## config.mk

```make
export PLATFORM = sky130hd
export DESIGN_NAME = tinyqv_register_file
export DESIGN_NICKNAME = d
export VERILOG_FILES = /design/src/rtl/tinyqv_register_file_pkg.sv /design/src/rtl/tinyqv_reg_word.sv /design/src/rtl/tinyqv_register_file.sv
export SDC_FILE = /design/constraint.sdc
export NUM_CORES = 1
export LEC_CHECK = 0
export BUFFER_PORTS_ARGS = -buffer_cell sky130_fd_sc_hd__buf_4
export CAP_MARGIN = 10
export CORE_MARGIN = 1.5
export CORE_UTILIZATION = 49
export CTS_CLUSTER_DIAMETER = 100
export CTS_CLUSTER_SIZE = 24
export DETAILED_ROUTE_END_ITERATION = 6
export GPL_TIMING_DRIVEN = 0
export PLACE_DENSITY = 0.68
export SLEW_MARGIN = 25
export SYNTH_ARGS = -nofsm -noshare
export SYNTH_HDL_FRONTEND = slang
export SYNTH_SLANG_ARGS = --single-unit
```

## constraint.sdc

```tcl
create_clock -name clk -period 2.2 [get_ports clk]
set_clock_uncertainty 0.1 [all_clocks]
set_input_delay 0.44 -clock clk [delete_from_list [all_inputs] [get_ports clk]]
set_output_delay 0.44 -clock clk [all_outputs]
set_load 0.1 [all_outputs]
```

## src/rtl/tinyqv_register_file_pkg.sv

```systemverilog
// Shared constants for the tinyQV RV32E integer register file.
package tinyqv_register_file_pkg;

  localparam int unsigned REG_ADDR_BITS = 4;
  localparam int unsigned XLEN          = 32;
  localparam int unsigned NUM_REGS      = 16;

  localparam logic [REG_ADDR_BITS-1:0] REG_ZERO = 4'd0;

endpackage

```

## src/rtl/tinyqv_reg_word.sv

```systemverilog
// Single register word with asynchronous active-low clear and write enable.
module tinyqv_reg_word #(
  parameter int unsigned Width = 32
) (
  input  logic             clk_i,
  input  logic             rst_ni,
  input  logic             wr_en_i,
  input  logic [Width-1:0] d_i,
  output logic [Width-1:0] q_o
);

  logic [Width-1:0] word_q;

  always_ff @(posedge clk_i or negedge rst_ni) begin
    if (!rst_ni) begin
      word_q <= '0;
    end else if (wr_en_i) begin
      word_q <= d_i;
    end
  end

  assign q_o = word_q;

endmodule

```

## src/rtl/tinyqv_register_file.sv

```systemverilog
// tinyQV integer register file: x0 hardwired to zero, two combinational reads, one write.
module tinyqv_register_file
  import tinyqv_register_file_pkg::*;
#(
  parameter int unsigned REG_ADDR_BITS = tinyqv_register_file_pkg::REG_ADDR_BITS,
  parameter int unsigned XLEN          = tinyqv_register_file_pkg::XLEN
) (
  input  logic                     clk,
  input  logic                     rstn,
  input  logic                     wr_en,
  input  logic [REG_ADDR_BITS-1:0] rs1,
  input  logic [REG_ADDR_BITS-1:0] rs2,
  input  logic [REG_ADDR_BITS-1:0] rd,
  output logic [XLEN-1:0]          rs1_out,
  output logic [XLEN-1:0]          rs2_out,
  input  logic [XLEN-1:0]          rd_in
);

  localparam int unsigned NumRegs = 1 << REG_ADDR_BITS;

  logic [NumRegs-1:0] reg_we;
  logic [XLEN-1:0]    regs [NumRegs];

  // One-hot write decode; writes to x0 are dropped here so x0 needs no storage.
  always_comb begin
    reg_we = '0;
    if (wr_en && (rd != REG_ZERO)) begin
      reg_we[rd] = 1'b1;
    end
  end

  assign regs[0] = '0;

  for (genvar i = 1; i < NumRegs; i++) begin : g_regs
    tinyqv_reg_word #(
      .Width (XLEN)
    ) u_word (
      .clk_i   (clk),
      .rst_ni  (rstn),
      .wr_en_i (reg_we[i]),
      .d_i     (rd_in),
      .q_o     (regs[i])
    );
  end

  // No write bypass: a read of rd in the write cycle returns the old value.
  assign rs1_out = (rs1 == REG_ZERO) ? '0 : regs[rs1];
  assign rs2_out = (rs2 == REG_ZERO) ? '0 : regs[rs2];

endmodule

```

; After elaboration in Yosys (flattened, before gate mapping)
; Index checks and enable logic that the tools add are counted.
[op_classes]
bitwise_logic = 2
n_lt_le_gt_ge = 4
reduce_logical = 5
mux = 11
[op_table]
columns = cell, count
row1 = 32-bit binary-select mux with 4-bit select, 2
row2 = 32-bit 2-to-1 mux, 6
row3 = 16-bit 2-to-1 mux, 1
row4 = "5-bit >= comparator, second input constant", 2
row5 = 4-bit inverter with 5-bit output, 2
row6 = 4-bit logical NOT, 2
row7 = "4-bit by 5-bit < comparator with 1-bit output, second input constant", 1
row8 = 1-bit demux with 4-bit select, 1
row9 = "4-bit by 1-bit >= comparator with 1-bit output, second input constant", 1
row10 = 4-bit nonzero test, 1
row11 = 1-bit logical AND, 2
row12 = 1-bit 2-to-1 mux, 1
[word_totals]
inputBits = 47
register_bits = 480

; Longest topological paths before layout
; Gate-level depths: netlist of run 1.
[depth]
depth_word = 5
mapped_depth = 8
mapped_depth_nobuf = 4

; Modules after synthesis
; From an unflattened synthesis of run 1, not the netlist that was laid out.
[unflattened]
hier_cells = 1889
area_unflattened_um2 = 29002.8
[by_module_without_submodules]
columns = module, instances, cells_per_inst, seq_area_each_um2, area_each_um2
row1 = tinyqv_reg_word, 15, 68, 800.8, 1345.0
row2 = tinyqv_register_file, 1, 869, 0.0, 8827.2

; Least setup slack after synthesis of run 1
; OpenSTA, ideal clock, no wires.
[synth_timing]
path_type = in2out
start = input rs2[1]
end = output rs2_out[11]
path_slack_ns = -1.309
arrival_ns = 2.969
cell_stages = 7
t_required_ns = 1.660
cell_sequence = buf_2 -> buf_2 -> nor2b_1 -> clkbuf_1 -> a22oi_1 -> o21a_1 -> o221ai_1
[synth_via]
elab_chain_len = 5
word_cells_on_any_way = 6
cone_classes = 4 x mux / 1 x bitwise / 1 x reduce/logical
[synth_lines]
columns = item, line
row1 = "start, declared", tinyqv_register_file.sv:12  ; input logic [REG_ADDR_BITS-1:0] rs2,
row2 = 4-bit inverter with 5-bit output (implied by the code), tinyqv_register_file.sv:48  ; assign rs2_out = (rs2 == REG_ZERO) ? '0 : regs[rs2];
row3 = 32-bit binary-select mux with 4-bit select, tinyqv_register_file.sv:48
row4 = 32-bit 2-to-1 mux (implied by the code) (2 in a row), tinyqv_register_file.sv:48
row5 = 32-bit 2-to-1 mux (*), tinyqv_register_file.sv:48
row6 = "end, declared", tinyqv_register_file.sv:15  ; output logic [XLEN-1:0] rs2_out,
; Mark *: on every way between the ends. The rest lies on a longest branch, timed or not. The select of a mux whose other input is x is not followed.

; Worst setup path in the final report of run 1
[layout_timing]
start = input rs1[0]
end = output rs1_out[18]
[layout_via]
elab_chain_len = 5
word_cells_on_any_way = 6
cone_classes = 4 x mux / 1 x bitwise / 1 x reduce/logical
[layout_lines]
columns = item, line
row1 = "start, declared", tinyqv_register_file.sv:11  ; input logic [REG_ADDR_BITS-1:0] rs1,
row2 = 4-bit inverter with 5-bit output (implied by the code), tinyqv_register_file.sv:47  ; assign rs1_out = (rs1 == REG_ZERO) ? '0 : regs[rs1];
row3 = 32-bit binary-select mux with 4-bit select, tinyqv_register_file.sv:47
row4 = 32-bit 2-to-1 mux (implied by the code) (2 in a row), tinyqv_register_file.sv:47
row5 = 32-bit 2-to-1 mux (*), tinyqv_register_file.sv:47
row6 = "end, declared", tinyqv_register_file.sv:14  ; output logic [XLEN-1:0] rs1_out,
; Marks and branches as above.

==> impl_metrics.toml, run 1 <==
[flow_run]
max_cap_viol_count = 0

[logic_synthesis]
synth_largest_area_cell = "dfrtp_1"
synth_edf_count = 0
syn_area_um2 = 26100
async_flop_share = 1.00
yosysWarnings = 0
synth.net_count = 1944
synth_top_cell_area_share = 0.460
syn_avg_cell_area_um2 = 13.8
ys_seq_elements = 480
synthDistinctLibCells = 36
yosysSeqAreaShare = 0.460
synthCells = 1897
synth-main-ff-cell = "dfrtp_1"
synthTopCellsByArea = "dfrtp_1 46%, mux2_2 26%, mux4_2 11%, mux2i_1 2.8%, o221ai_1 1.9%"

[min_path]
hold_path.class = "in -> reg"
holdCritStartpoint = "rd_in[16]"

[clock_network]
clk_latency_ns = 0.62
clock-sinks = 480
cts.clk_slew.worst_paths_ns = 0.10
cts_tree = "done"
htree_levels = 1
clockRootBuffer = "clkbuf_16"
cts_buffers = 24
clockBufferDepth = 3

[timing]
slew_headroom = 0.367
rsz0062_at_grt = "yes"
timing.fmax_ghz = 0.336
worst_pin_slew_ns = 0.946
fin_crit_ns = 2.98
finalMaxSlewViolations = 0
setup_ws_ns = -0.779
finalSetupViolCount = 64
finalHoldViolations = 0
fin_crit_sh = 1.35

[placement]
io_buffers = 105
place_congestion = 0.933
hpwlAfterDp_um = 67800
dpl_cell_area_um2 = 29300

[route]
viasPerCell = 6.62
wirelength_um = 92800
vias = 18643
ant_nets = 0
drtIter0Drc = 1404
dr.pass1.iters = 5
detail_route.wl_per_cell_um = 32.9
drc_errors = 0

[global_routing]
grt_overflow = 0
groute.usage.overall = 0.345
grt_pass1_vias = 19671
grt_antenna_before_repair = 2
grt_max_degree = 95
grt_pass1_wl_um = 135000

[run_status]
status = "finished, violations left"
violations = "negative setup slack"

[worst_setup_path]
crit_required_ns = 1.66
start_kind = "primary input"
cp_top_family = "compound AO/OA/AOI/OAI gates"
critPathArrivalTime_ns = 2.44
critical_path_class = "in -> out"
crit_start = "rs1[0]"
crit_chain = "buf_8 > buf_12 > buf_12 > buf_12 > mux2i_1 > a221oi_4 > a21oi_1 > o211ai_1 > buf_6"
rrSetupSlack_ns = 1.07
crit_path_end_kind = "output port"
critPathMaxStageDelay_ns = 0.52
crit_path_frequent_cell = "buf_12"
path_max_fanout = 7
reg2reg_from = "g_regs[8].u_word.q_o[28]"
path_buf_inv = 5
crit_path_top_delay_cell = "o211ai_1"

[layout]
syn2layout_area_growth_pct = 25.6
drive_above_1_share = 0.597
largest_register_ffs = 480
nets = 2171
fillers = 3975
final_cell_mix = "555 x mux2_2, 480 x dfrtp_1, 128 x mux4_2"
fin_util = 0.623
final_common_cell = "mux2_2"
final_area_um2 = 32800

[floorplan]
fp.dieH_um = 234
die_w_um = 234
io_pins = 111
core_um2 = 52700
rows = 84
initial_core_util = 0.496
die-area_um2 = 54700

[power_and_ir_drop]
power_density_nw_per_um2 = 886
p_leak_uw = 0.0137
irDropWorstVdd_mv = 0.797
==> cell usage after synthesis, drive strengths merged (3+ instances only) <==
| master | number |
|---|---|
| and3b | 15 |
| nand2 | 76 |
| a211o | 15 |
| nand2b | 7 |
| o221ai | 58 |
| clkbuf | 79 |
| mux2 | 611 |
| dfrtp | 480 |
| a2111oi | 11 |
| a22oi | 20 |
| mux2i | 72 |
| inv | 21 |
| mux4 | 128 |
| nand3b | 3 |
| a221oi | 14 |
| or3 | 3 |
| a221o | 18 |
| o21a | 20 |
| nand3 | 16 |
| o211ai | 15 |
| nor2b | 22 |
| a22o | 17 |
| o22ai | 11 |
| buf | 110 |
| nor2 | 23 |
| a21oi | 26 |
==> final timing paths <==
path | cells past startpoint | end
worst max-delay path | 9 | rs1_out[18]
worst min-delay path | 2 | g_regs[10].u_word.q_o[16]
worst max register to register | 3 | g_regs[8].u_word.q_o[28]
worst min register to register | 1 | g_regs[4].u_word.q_o[11]
max in group asynchronous | 5 | g_regs[2].u_word.q_o[14]
min in group asynchronous | 2 | g_regs[12].u_word.q_o[2]
==> cells by family after synthesis <==
group,share of synthesized area
compound gates,0.0695
buf+inv,0.0379
flops,0.460
mux,0.401
simple gates,0.0316
==> repair_timing <==
action | CTS | global route
endpoints found under the hold margin | 239 | 0
setup endpoints to repair | 64 | 64
cloned | 0 | 1
buffers inserted | 41 | 32
resized for setup | 388 | 54
hold buffers | 16 | 0
pin swaps | 45 | 45
==> per-stage QoR <==
| stage | hold slack (ns) | total power (uW) | worst slack [ns] | std cells | TNS [ns] |
|---|---|---|---|---|---|
| 2_1_floorplan | 0.0444 | 19600 | -1.22 | 1897 | -31.36 |
| 3_3_place_gp | 0.390 | 21900 | -4.41 | 2690 | -2207.49 |
| 3_5_place_dp | 0.189 | 22300 | -1.44 | 2696 | -110.68 |
| 4_1_cts | 0.00509 | 28700 | -0.680 | 2783 | -33.51 |
| 5_1_grt | 0.00641 | 30100 | -0.790 | 2816 | -36.16 |
| 6_report | 0.0182 | 29100 | -0.779 | 2817 | -34.64 |
==> routing by layer <==
layer | vias up | track usage | share of wire
li1 | 7711 | - | -
met4 | 2 | 0.223 | 0.076
met3 | 244 | 0.0552 | 0.062
met1 | 9905 | 0.422 | 0.38
met2 | 781 | 0.569 | 0.48
met5 | - | 0 | 0.00013
==> power by group <==
part	total, uW	internal [uW]	switching, uW
clock	5080	2000	3080
sequential	12400	10900	1550
combinational	11500	5610	5940
total	29100	18500	10600
==> area by class of cell <==
type,count,area [um2],area share
Clock inverter,6,51.3,0.00156
Antenna cell,1,2.50,0.0000763
Inverter,22,82.6,0.00252
Multi-Input combinational cell,1206,15200,0.464
Tap cell,688,861,0.0262
Buffer,189,1560,0.0476
Sequential cell,480,12000,0.366
Clock buffer,24,601,0.0183
Timing Repair Buffer,201,2420,0.0738
Note: power is estimated with default switching activity, not from simulation.
==> run 2: changes to the inputs <==
CELL_PAD_IN_SITES_DETAIL_PLACEMENT = 1   (was unset)
CELL_PAD_IN_SITES_GLOBAL_PLACEMENT = 2   (was unset)
CORE_UTILIZATION = 41   (was 49)
PLACE_DENSITY = unset   (was 0.68)
PLACE_DENSITY_LB_ADDON = 0.1   (was unset)
==> impl_metrics.toml, run 2 (synthesis results as in run 1) <==
[layout]
drive_above_1_share = 0.600
nets = 2205
syn2layout_area_growth_pct = 28.0
final_common_cell = "mux2_2"
largest_register_ffs = 480
n_antenna_cell = 0
fin_util = 0.530
final_cell_mix = "563 x mux2_2, 480 x dfrtp_1, 128 x mux4_2"
final_area_um2 = 33400

[worst_setup_path]
path_buf_inv = 5
rrSetupSlack_ns = 1.05
path_max_fanout = 8
crit_path_top_delay_cell = "o211ai_1"
cp_top_family = "compound AO/OA/AOI/OAI gates"
regToRegEndpoint = "g_regs[9].u_word.q_o[3]"
reg2reg_from = "g_regs[9].u_word.q_o[3]"
crit_required_ns = 1.66
crit_chain = "buf_8 > buf_12 > buf_12 > buf_12 > mux2i_2 > a221oi_2 > a21oi_1 > o211ai_1 > buf_6"
crit_path_frequent_cell = "buf_12"
critical_path_class = "in -> out"
crit_path_end_kind = "output port"
critPathMaxStageDelay_ns = 0.53
reg2reg_depth = 3
start_kind = "primary input"
critPathArrivalTime_ns = 2.36

[floorplan]
initial_core_util = 0.414
rows = 92
die_w_um = 255
die-area_um2 = 65200
fp.dieH_um = 255
core_um2 = 63100
io_pins = 111

[placement]
place_congestion = 0.887
dpl_cell_area_um2 = 29600
hpwlAfterDp_um = 68900
io_buffers = 105

[flow_run]
max_cap_viol_count = 0

[clock_network]
cts_buffers = 28
cts.clk_slew.worst_paths_ns = 0.10
clockBufferDepth = 3
clk_latency_ns = 0.63
clockRootBuffer = "clkbuf_16"
cts_tree = "done"
htree_levels = 1
clock-sinks = 480

[timing]
finalMaxSlewViolations = 0
fin_crit_ns = 2.90
setup_ws_ns = -0.695
finalSetupViolCount = 64
rsz0062_at_grt = "yes"
finalHoldViolations = 0
worst_pin_slew_ns = 0.984
timing.fmax_ghz = 0.345
timing.setup.tns_ns = -30.73
slew_headroom = 0.344
fin_crit_sh = 1.32

[route]
vias = 18598
ant_nets = 0
dr.pass1.iters = 5
drc_errors = 0
wirelength_um = 102000
viasPerCell = 6.16
detail_route.wl_per_cell_um = 33.6
drtIter0Drc = 1271

[power_and_ir_drop]
irDropWorstVdd_mv = 0.760
power_density_nw_per_um2 = 894
total_power_uw = 29900
p_leak_uw = 0.0140

[min_path]
hold_path.class = "in -> reg"
hold_depth = 2
holdCritStartpoint = "rd_in[31]"
hold_end = "g_regs[10].u_word.q_o[31]"

[global_routing]
grt_pass1_vias = 20372
grt_antenna_before_repair = 2
grt_overflow = 0
grt_pass1_wl_um = 147000
grt_max_degree = 89
groute.usage.overall = 0.311

[run_status]
violations = "negative setup slack"
status = "finished, violations left"
[run 2: metal layers]
| layer | share of wire | GRT usage |
|---|---|---|
| met1 | 0.44 | 0.421 |
| met2 | 0.48 | 0.513 |
| met4 | 0.036 | 0.102 |
| met5 | 0 | 0 |
| met3 | 0.043 | 0.0468 |
[run 2: layout make-up]
class	count	area, um2
plain buffers	189	1620
clock inverters	14	165
multi-input cells	1206	15000
clock buffers	33	751
repair buffers	231	2720
fillers	6141	29600
inverters	22	82.6
flip-flops and latches	480	12000
well taps	846	1060
[run 2: power by group]
| group | internal, uW | switching (uW) | total, uW | leakage [uW] |
|---|---|---|---|---|
| Clock | 2670 | 3510 | 6180 | 0.000451 |
| Sequential | 10900 | 1610 | 12500 | 0.00589 |
| Combinational | 5630 | 5590 | 11200 | 0.00762 |
| Total | 19200 | 10700 | 29900 | 0.0140 |
[run 2: per-stage QoR]
| stage | setup WS, ns | cells | hold slack, ns |
|---|---|---|---|
| 2_1_floorplan | -1.22 | 1897 | 0.0444 |
| 3_3_place_gp | -4.68 | 2848 | 0.389 |
| 3_5_place_dp | -1.41 | 2855 | 0.394 |
| 4_1_cts | -0.644 | 2999 | 0.00590 |
| 5_1_grt | -0.711 | 3021 | 0.0343 |
| 6_report | -0.695 | 3021 | 0.0398 |
[run 2: timing repair]
action,4_1_cts,5_1_grt
buffers inserted,66,29
resized for setup,385,63
endpoints found under the hold margin,224,0
pin swaps,65,34
setup endpoints to repair,64,64
hold buffers,31,0
[run 2: how the worst max path moves through the flow]
stage	from	end	slack, ns	cells after the start
global placement	rstn	g_regs[13].u_word.q_o[26]	-4.68	1
global route	g_regs[10].u_word.q_o[31]	rs1_out[31]	-0.71	5
CTS	rs1[0]	rs1_out[31]	-0.64	9
detailed placement	rs1[1]	rs1_out[31]	-1.41	8
floorplan	rs1[0]	rs1_out[30]	-1.22	8
finish	rs1[0]	rs1_out[31]	-0.70	9
==> run 3: changes to the inputs <==
GPL_TIMING_DRIVEN = unset   (was 0)
==> impl_metrics.toml, run 3 (synthesis results as in run 1) <==
[run_status]
status = "finished, violations left"
violations = "negative setup slack"

[timing]
finalHoldViolations = 0
timing.fmax_ghz = 0.359
finalSetupViolCount = 64
setup_ws_ns = -0.589
finalMaxSlewViolations = 0
timing.setup.tns_ns = -28.20
rsz0062_at_grt = "yes"
slew_headroom = 0.612
worst_pin_slew_ns = 0.582
fin_crit_sh = 1.27
fin_crit_ns = 2.79

[worst_setup_path]
crit_path_end_kind = "output port"
regToRegEndpoint = "g_regs[10].u_word.q_o[26]"
reg2reg_from = "g_regs[10].u_word.q_o[26]"
crit_required_ns = 1.66
rrSetupSlack_ns = 1.07
endpoint = "rs2_out[31]"
critical_path_class = "reg -> out"
start_kind = "flop"
reg2reg_depth = 3
crit_start = "g_regs[1].u_word.q_o[31]"
critPathArrivalTime_ns = 2.25
path_max_fanout = 3

[min_path]
hold_path.class = "in -> reg"
holdCritStartpoint = "rd_in[11]"
hold_depth = 2

[flow_run]
max_cap_viol_count = 0

[placement]
place_congestion = 0.772
placed_cells = 2892
io_buffers = 110
hpwlAfterDp_um = 56400

[floorplan]
die_w_um = 255
die-area_um2 = 65200
fp.dieH_um = 255
rows = 92
io_pins = 111
initial_core_util = 0.414
core_um2 = 63100

[route]
detail_route.wl_per_cell_um = 29.4
vias = 17886
drc_errors = 0
ant_nets = 0
dr.pass1.iters = 4
viasPerCell = 5.97
drtIter0Drc = 1062
wirelength_um = 88200

[clock_network]
clk_latency_ns = 0.63
clockRootBuffer = "clkbuf_16"
cts.clk_slew.worst_paths_ns = 0.10
clockBufferDepth = 3
cts_buffers = 29
cts_tree = "done"
htree_levels = 1
clock-sinks = 480

[power_and_ir_drop]
p_leak_uw = 0.0142
irDropWorstVdd_mv = 0.653
power_density_nw_per_um2 = 877

[global_routing]
grt_max_degree = 68
grt_pass1_wl_um = 134000
groute.usage.overall = 0.272
grt_pass1_vias = 20003
grt_overflow = 0
grt_antenna_before_repair = 2

[layout]
syn2layout_area_growth_pct = 30.2
nets = 2180
n_antenna_cell = 0
final_cell_mix = "565 x mux2_2, 480 x dfrtp_1, 222 x buf_4"
largest_register_ffs = 480
drive_above_1_share = 0.643
instances_no_fill = 2997
final_common_cell = "mux2_2"
## run 3: worst min path at each step
stage	endpoint	slack [ns]
finish	g_regs[4].u_word.q_o[11]	0.07
CTS	g_regs[12].u_word.q_o[12]	0.04
global placement	g_regs[13].u_word.q_o[7]	0.30
floorplan	g_regs[10].u_word.q_o[0]	0.04
detailed placement	g_regs[13].u_word.q_o[7]	0.29
global route	g_regs[3].u_word.q_o[2]	0.06
## run 3: worst max-delay path, cell delays in order, from the launching register on
cell	delay (ns)
dfrtp_1	0.41
mux2_4	0.29
a211o_1	0.29
a21oi_2	0.12
o211ai_1	0.23
buf_6	0.28
## run 3: final cells by class
cell class	count	area, um2
Inverter	22	83.8
Timing Repair Buffer	394	4850
Fill cell	6044	29100
Sequential cell	480	12000
Clock buffer	31	743
Clock inverter	18	213
Tap cell	846	1060
Multi-Input combinational cell	1206	15100
## run 3: metrics by stage
stage / util / hold WS [ns] / total power (uW) / setup slack (ns) / area, um2
after global placement: 0.491 / 0.296 / 21900 / -0.890 / 30900
after CTS: 0.532 / 0.0378 / 29800 / -0.604 / 33600
after floorplan: - / 0.0444 / 19600 / -1.22 / 27500
final: 0.539 / 0.0704 / 29800 / -0.589 / 34000
after detailed placement: 0.491 / 0.295 / 22300 / -0.635 / 31000
after global routing: 0.539 / 0.0608 / 31200 / -0.639 / 34000
## run 3: repair_timing
action / in CTS / in global routing
hold endpoints to repair: 27 / 0
endpoints found under the setup margin: 64 / 64
pin swaps: 95 / 36
gates cloned: 4 / 0
gates resized for setup: 273 / 64
hold buffers: 1 / 0
setup buffers: 32 / 25
## run 3: routing by layer
metal | vias up | share of wire | track usage
li1 | 7726 | - | -
met1 | 9715 | 0.45 | 0.371
met2 | 310 | 0.50 | 0.464
met3 | 131 | 0.029 | 0.0257
met4 | 4 | 0.030 | 0.0706
met5 | - | 0.00027 | 0
## run 3: report_power, final
| part | switching, uW | total (uW) | internal [uW] |
|---|---|---|---|
| clock network | 3490 | 6180 | 2700 |
| logic | 5400 | 11200 | 5840 |
| registers | 1550 | 12400 | 10900 |
| total | 10400 | 29800 | 19400 |
